File: src/rtl/mem_arbiter.sv
// Two-requester (I-cache / D-cache) arbiter in front of one shared block memory.
// Zero-latency pass-through of the granted side, round-robin or fixed D priority.
module mem_arbiter #(
  parameter bit RR    = 1'b1,
  parameter int CNT_W = 16
) (
  input  logic             clk,
  input  logic             proc_reset,
  input  logic             i_mem_read,
  input  logic             i_mem_write,
  input  logic [27:0]      i_mem_addr,
  input  logic [127:0]     i_mem_wdata,
  output logic [127:0]     i_mem_rdata,
  output logic             i_mem_ready,
  input  logic             d_mem_read,
  input  logic             d_mem_write,
  input  logic [27:0]      d_mem_addr,
  input  logic [127:0]     d_mem_wdata,
  output logic [127:0]     d_mem_rdata,
  output logic             d_mem_ready,
  output logic             mem_read,
  output logic             mem_write,
  output logic [27:0]      mem_addr,
  output logic [127:0]     mem_wdata,
  input  logic [127:0]     mem_rdata,
  input  logic             mem_ready,
  output logic [1:0]       grant,
  output logic [CNT_W-1:0] i_txn_cnt,
  output logic [CNT_W-1:0] d_txn_cnt
);

  typedef enum logic [1:0] {IDLE = 2'd0, GNT_I = 2'd1, GNT_D = 2'd2} state_t;

  state_t state, state_nxt;
  logic   last_d;
  logic   any_served;  // nothing completed since reset: I gets the first tie
  logic   i_pend, d_pend;
  logic   i_done, d_done;

  assign i_pend      = i_mem_read | i_mem_write;
  assign d_pend      = d_mem_read | d_mem_write;
  assign grant       = {state == GNT_D, state == GNT_I};
  assign i_mem_rdata = mem_rdata;
  assign d_mem_rdata = mem_rdata;

  // NOTE: sequential state uses non-blocking assignments so every register
  // samples the pre-edge values of the others.
  always_ff @(posedge clk or posedge proc_reset) begin
    if (proc_reset) begin
      state      <= IDLE;
      last_d     <= 1'b0;
      any_served <= 1'b0;
      i_txn_cnt  <= '0;
      d_txn_cnt  <= '0;
    end else begin
      state <= state_nxt;
      if (i_done || d_done) any_served <= 1'b1;
      if (i_done) last_d <= 1'b0;
      else if (d_done) last_d <= 1'b1;
      if (i_done && !(&i_txn_cnt)) i_txn_cnt <= i_txn_cnt + CNT_W'(1);
      if (d_done && !(&d_txn_cnt)) d_txn_cnt <= d_txn_cnt + CNT_W'(1);
    end
  end

  // NOTE: every output of this block is defaulted first so no path infers a latch.
  always_comb begin
    state_nxt   = state;
    i_done      = 1'b0;
    d_done      = 1'b0;
    mem_read    = 1'b0;
    mem_write   = 1'b0;
    mem_addr    = '0;
    mem_wdata   = '0;
    i_mem_ready = 1'b0;
    d_mem_ready = 1'b0;
    case (state)
      IDLE: begin
        if (i_pend && d_pend)
          state_nxt = (RR && (last_d || !any_served)) ? GNT_I : GNT_D;
        else if (i_pend)
          state_nxt = GNT_I;
        else if (d_pend)
          state_nxt = GNT_D;
      end
      GNT_I: begin
        mem_read    = i_mem_read;
        mem_write   = i_mem_write;
        mem_addr    = i_mem_addr;
        mem_wdata   = i_mem_wdata;
        i_mem_ready = mem_ready;
        if (mem_ready) begin
          state_nxt = IDLE;
          i_done    = 1'b1;
        end else if (!i_pend) begin
          state_nxt = IDLE;
        end
      end
      GNT_D: begin
        mem_read    = d_mem_read;
        mem_write   = d_mem_write;
        mem_addr    = d_mem_addr;
        mem_wdata   = d_mem_wdata;
        d_mem_ready = mem_ready;
        if (mem_ready) begin
          state_nxt = IDLE;
          d_done    = 1'b1;
        end else if (!d_pend) begin
          state_nxt = IDLE;
        end
      end
      default: state_nxt = IDLE;
    endcase
  end

endmodule

File: config.mk
export PLATFORM = sky130hd
export DESIGN_NAME = mem_arbiter
export DESIGN_NICKNAME = d
export VERILOG_FILES = /design/src/rtl/mem_arbiter.sv
export SDC_FILE = /design/constraint.sdc
export NUM_CORES = 1
export LEC_CHECK = 0
export CORE_AREA = 2 2 353 355
export DETAILED_ROUTE_END_ITERATION = 8
export DIE_AREA = 0 0 355 357
export RECOVER_POWER = 25
export SLEW_MARGIN = 20
export SYNTH_ARGS = -nofsm -noshare
export SYNTH_HDL_FRONTEND = slang
export SYNTH_SLANG_ARGS = --single-unit
File: constraint.sdc
create_clock -name clk -period 2 [get_ports clk]
set_input_delay 0.3 -clock clk [delete_from_list [all_inputs] [get_ports clk]]
set_output_delay 0.3 -clock clk [all_outputs]
set_load 0.1 [all_outputs]
; ---- Word level (Yosys, flattened, before mapping)
; Cells that the tools add are included.
[totals]
reg_bits = 36
inputBits = 447
output_inout_bits = 450
wordCells = 47
[op_classes]
addsub = 2
n_eq_ne = 5
mux = 20
n_bitwise = 2
reduce_logical = 13
[op_table]
columns = op, n
row1 = 128-bit case mux with 2 select lines, 1
row2 = 28-bit case mux with 2 select lines, 1
row3 = "16-bit by 1-bit adder with 16-bit output, second input constant", 2
row4 = 16-bit AND reduction, 2
row5 = 2-bit two-way mux, 8
row6 = 1-bit two-way mux, 7
row7 = "3-bit inequality test, second input constant", 2
row8 = 2-bit case mux with 3 select lines, 1
row9 = "4-bit inequality test, second input constant", 1
row10 = 1-bit case mux with 2 select lines, 2
row11 = 1-bit logical AND, 3
row12 = 1-bit logical NOT, 3
row13 = 3-bit AND reduction, 1
row14 = "2-bit by 1-bit equality test with 1-bit output, second input constant", 1
row15 = "2-bit equality test, second input constant", 1
row16 = 2-bit logical NOT, 1
row17 = 1-bit logical OR, 2
row18 = 1-bit bitwise OR, 2
row19 = 2-bit nonzero test, 1

; ---- Logic depth before layout (Yosys ltp)
[depth]
depth_word = 5
depth_mapped = 8
mapped_depth_nobuf = 6

; ---- Worst setup path after synthesis
; OpenSTA, ideal clock, no wires.
[synth_path]
path_kind = register to output
startpoint = register state[1]
endpoint = output port mem_wdata[100]
arrival_ns = 3.618
required_ns = 1.700
setup_slack_ns = -1.918
path_stages_with_launch = 8
n_path_buf = 3
path_cell_list = dfrtp_1 -> inv_1 -> ha_1 -> clkbuf_8 -> clkbuf_1 -> buf_1 -> a22oi_1 -> nor2b_1
[synth_via]
elab_chain_cells = 2
[synth_rtl]
columns = element, line
row1 = "start, declared", 34  ; state_t state, state_nxt;
row2 = "start signal, assigned", 56  ; state <= state_nxt;
row3 = 2-bit by 1-bit equality test with 1-bit output, -
row4 = net grant[0], 27  ; output logic [1:0] grant,
row5 = 128-bit case mux with 2 select lines, 76  ; case (state)
row6 = "end, declared", 24  ; output logic [127:0] mem_wdata,
; The timed path passes the listed nets, and every way through them passes these cells.

; ---- Final worst setup path
[layout_path]
startpoint = register state[0]
endpoint = output port mem_wdata[5]
[layout_via]
elab_chain_cells = 2
[layout_rtl]
columns = element, line
row1 = 2-bit equality test / 2-bit by 1-bit equality test with 1-bit output (equally long branches), 76
row2 = 128-bit case mux with 2 select lines (*), 76
; Mark *: on every way between the ends. The rest lies on a longest branch, timed or not.

==> results.json <==
{
  "grt_pass1_wl_um": 86300,
  "grt_util_all_layers_pct": 10.6,
  "ys_ff_latch": 36,
  "layout_worst_path_cycle_share_pct": 115,
  "ir_worst_vdd_uv": 811,
  "final_critical_path_setup_slack_ns": -0.306,
  "grt_max_degree": 42,
  "place.port_buffers": 512,
  "rsz0062_at_grt": "yes",
  "post-route-util_pct": 13.7,
  "placed_cells": 2742,
  "hold_viol": 0,
  "cts.sinks": 36,
  "die_w_um": 355,
  "yosys.cell_count.top_type": "sky130_fd_sc_hd__buf_4",
  "worst_setup_hold_path_clk_slew_ns": 0.07,
  "layout.cell_area.non_filler_um2": 16800,
  "cts.htree.levels": 2,
  "synth.cell_area_um2": 6200,
  "ant_nets": 0,
  "finalClockSkew_ns": 0.0118,
  "placeableCoreArea_um2": 123000,
  "globalRouteOverflowTotal": 0,
  "power-per-cell-area_nw_per_um2": 1760,
  "nNetsFinal": 1612,
  "worst-setup-path-type": "flip-flop to output port",
  "dr.first_iter.drc_count": 461,
  "synth_fp_nets": 1252,
  "yosys.area.top_type": "sky130_fd_sc_hd__buf_4",
  "floorplan.die_area_um2": 127000,
  "synth_seq_area_share_pct": 14.5,
  "reg2reg_slack_ns": -0.08,
  "initial_util_pct": 5.04,
  "clock_insertion_delay_worst_skew_ns": 0.29,
  "ff_latch_area_um2": 940,
  "max_slew_margin_pct": 64.0,
  "synthesis.instances": 800,
  "met2_usage_pct": 17.0,
  "critPathMaxFanout": 6,
  "worst_r2r_endpoint": "i_txn_cnt[13]",
  "ys_warn_count": 0,
  "floorplan.io_pins": 897,
  "globalRoute.busiestLayer": "met2",
  "synth_top_cell_area_share_pct": 31.0,
  "finalWeightedCongestion": 0.818,
  "post-dp-hpwl_um": 64200,
  "maxClockFrequency_mhz": 434,
  "average_cell_area_after_synthesis_um2": 7.75,
  "synth_flop_cell": "sky130_fd_sc_hd__dfrtp_1",
  "report.final.slew_viol_count": 0,
  "post_drt_wl_per_cell_um": 27.0,
  "top_cells_by_instance_count_after_synthesis": "256 x sky130_fd_sc_hd__buf_4, 158 x sky130_fd_sc_hd__a22oi_1, 158 x sky130_fd_sc_hd__nor2b_1",
  "dpl-instance-area_um2": 15300,
  "yosys-top-cells-area": "sky130_fd_sc_hd__buf_4 31%, sky130_fd_sc_hd__a22oi_1 19%, sky130_fd_sc_hd__nor2b_1 16%",
  "ctsLongestPathBuffers": 2,
  "multiInputGateArea_um2": 4890,
  "final_layout_size_suffix_gt1_share_pct": 57.6,
  "end_kind": "output port",
  "cp_data_arrival_time_ns": 2.01,
  "max-cap-violations": 0,
  "via_count_of_the_first_global_routing_pass": 7616,
  "min_period_ns": 2.31,
  "tritoncts": "built",
  "via_count": 7698,
  "timing.setup.tns_ns": -38.47,
  "outcome": "complete, but fails checks",
  "clockRootBuffer": "sky130_fd_sc_hd__clkbuf_16",
  "nFillCells": 13800,
  "cp.required_ns": 1.70,
  "drc": 0,
  "numCtsBuffers": 5,
  "fp_rows": 129,
  "via_per_inst": 2.75,
  "violations": "negative setup slack",
  "syn2layout_area_growth_pct": 171,
  "wl_um": 75500,
  "worst_r2r_startpoint": "state[1]",
  "global_route.usage.met1_pct": 10.4,
  "ys_types": 45,
  "setup_violations": 166,
  "async_reset_ff_share_pct": 100,
  "fp.dieH_um": 357,
  "leakagePower_nw": 5.85,
  "grt_antenna_before_repair": 43,
  "design_power_total_mw": 29.6,
  "worst-r2r-cell-count": 9,
  "setup.worst_path.start_class": "flip-flop",
  "groute.layer.met3.usage_pct": 9.52,
  "tightest_slew_ns": 0.540,
  "min-delay-path-class": "input port to asynchronous set/reset pin",
  "initial_drt_pass_iterations": 5,
  "final_cells": 2799,
  "number_of_flops_mapped_to_enable_cells_by_yosys": 0
}
sequential cells by signal, summed over array words and instances (netlist names):
name        flops
any_served      1
d_txn_cnt      16
i_txn_cnt      16
last_d          1
state           2
report_power, final:
part / switching (mW) / internal, mW
Sequential: 0.164 / 0.862
Combinational: 15.7 / 12.1
Clock: 0.350 / 0.460
Total: 16.2 / 13.4
layer usage:
metal,vias up,share of wire (%)
li1,3257,-
met1,3574,33
met2,715,46
met3,98,19
met4,54,1.6
met5,-,0.47
worst max-delay path: stages (launching register included):
cell	delay, ns
sky130_fd_sc_hd__dfrtp_1	0.42
sky130_fd_sc_hd__inv_2	0.10
sky130_fd_sc_hd__ha_4	0.37
sky130_fd_sc_hd__buf_8	0.13
sky130_fd_sc_hd__buf_16	0.15
sky130_fd_sc_hd__buf_8	0.12
sky130_fd_sc_hd__nor2b_4	0.20
sky130_fd_sc_hd__buf_12	0.20
timing repair:
action | in CTS | in global routing
cloned | 8 | 19
pin swaps | 1 | 3
endpoints found under the setup margin | 159 | 161
hold buffers | 0 | 0
gates resized for setup | 68 | 72
setup buffers | 12 | 13
how the worst max path moves through the flow:
stage                         from  slack [ns]              to
final                     state[0]       -0.31    mem_wdata[5]
after CTS                 state[0]       -0.34    mem_addr[25]
after floorplan           state[1]       -0.56  mem_wdata[100]
after global routing      state[0]       -0.38     mem_addr[5]
after detailed placement  state[0]       -0.03   mem_wdata[18]
after global placement    state[1]       -0.03   mem_wdata[66]
stage by stage:
| stage | hold slack [ns] | setup WS [ns] |
|---|---|---|
| 4_1_cts | 0.434 | -0.340 |
| 3_3_place_gp | 0.446 | -0.0302 |
| 5_1_grt | 0.466 | -0.377 |
| 2_1_floorplan | 0.430 | -0.557 |
| 3_5_place_dp | 0.466 | -0.0256 |
| 6_report | 0.424 | -0.306 |
layout make-up:
type,instances,share of cell area [%]
antenna,1,0.0149
clock buffer,5,0.744
clock inverter,3,0.112
inverter,6,0.134
multi-input combinational,448,29.1
sequential,36,5.59
tap,1637,12.2
timing repair buffer,663,52.1
cells by family (layout without fill, tap and decap cells):
kind of cell,Yosys count,in the layout,synth area share (%)
muxes,8,8,1.49
xor gates and xnor gates,19,19,2.68
other,0,1,0
buffers and inverters,316,677,34.9
and+or+nand+nor,237,237,24.2
AOI/OAI and AO/OA,179,179,21.2
DFF,36,36,14.5
adders and majority gates,5,5,1.01
layout by cell type, fill, tap and decap left out, types with 3 or more instances in the layout:
cell	count
sky130_fd_sc_hd__clkbuf_16	19
sky130_fd_sc_hd__inv_1	4
sky130_fd_sc_hd__clkdlybuf4s50_1	318
sky130_fd_sc_hd__a22oi_1	62
sky130_fd_sc_hd__nand4_4	3
sky130_fd_sc_hd__nand3_1	10
sky130_fd_sc_hd__nor2b_4	158
sky130_fd_sc_hd__a31oi_1	3
sky130_fd_sc_hd__buf_16	10
sky130_fd_sc_hd__nand2_1	11
sky130_fd_sc_hd__ha_4	3
sky130_fd_sc_hd__xor2_1	5
sky130_fd_sc_hd__nor2_1	15
sky130_fd_sc_hd__xnor2_1	14
sky130_fd_sc_hd__buf_12	186
sky130_fd_sc_hd__o21ai_0	7
sky130_fd_sc_hd__nand4_1	11
sky130_fd_sc_hd__a21oi_1	3
sky130_fd_sc_hd__buf_4	96
sky130_fd_sc_hd__dfrtp_2	31
sky130_fd_sc_hd__a22oi_2	96
sky130_fd_sc_hd__buf_8	14
sky130_fd_sc_hd__dfrtp_1	5
sky130_fd_sc_hd__mux2_2	6
sky130_fd_sc_hd__buf_6	24
sky130_fd_sc_hd__and3_1	4
Note: power is estimated with default switching activity, not from simulation.
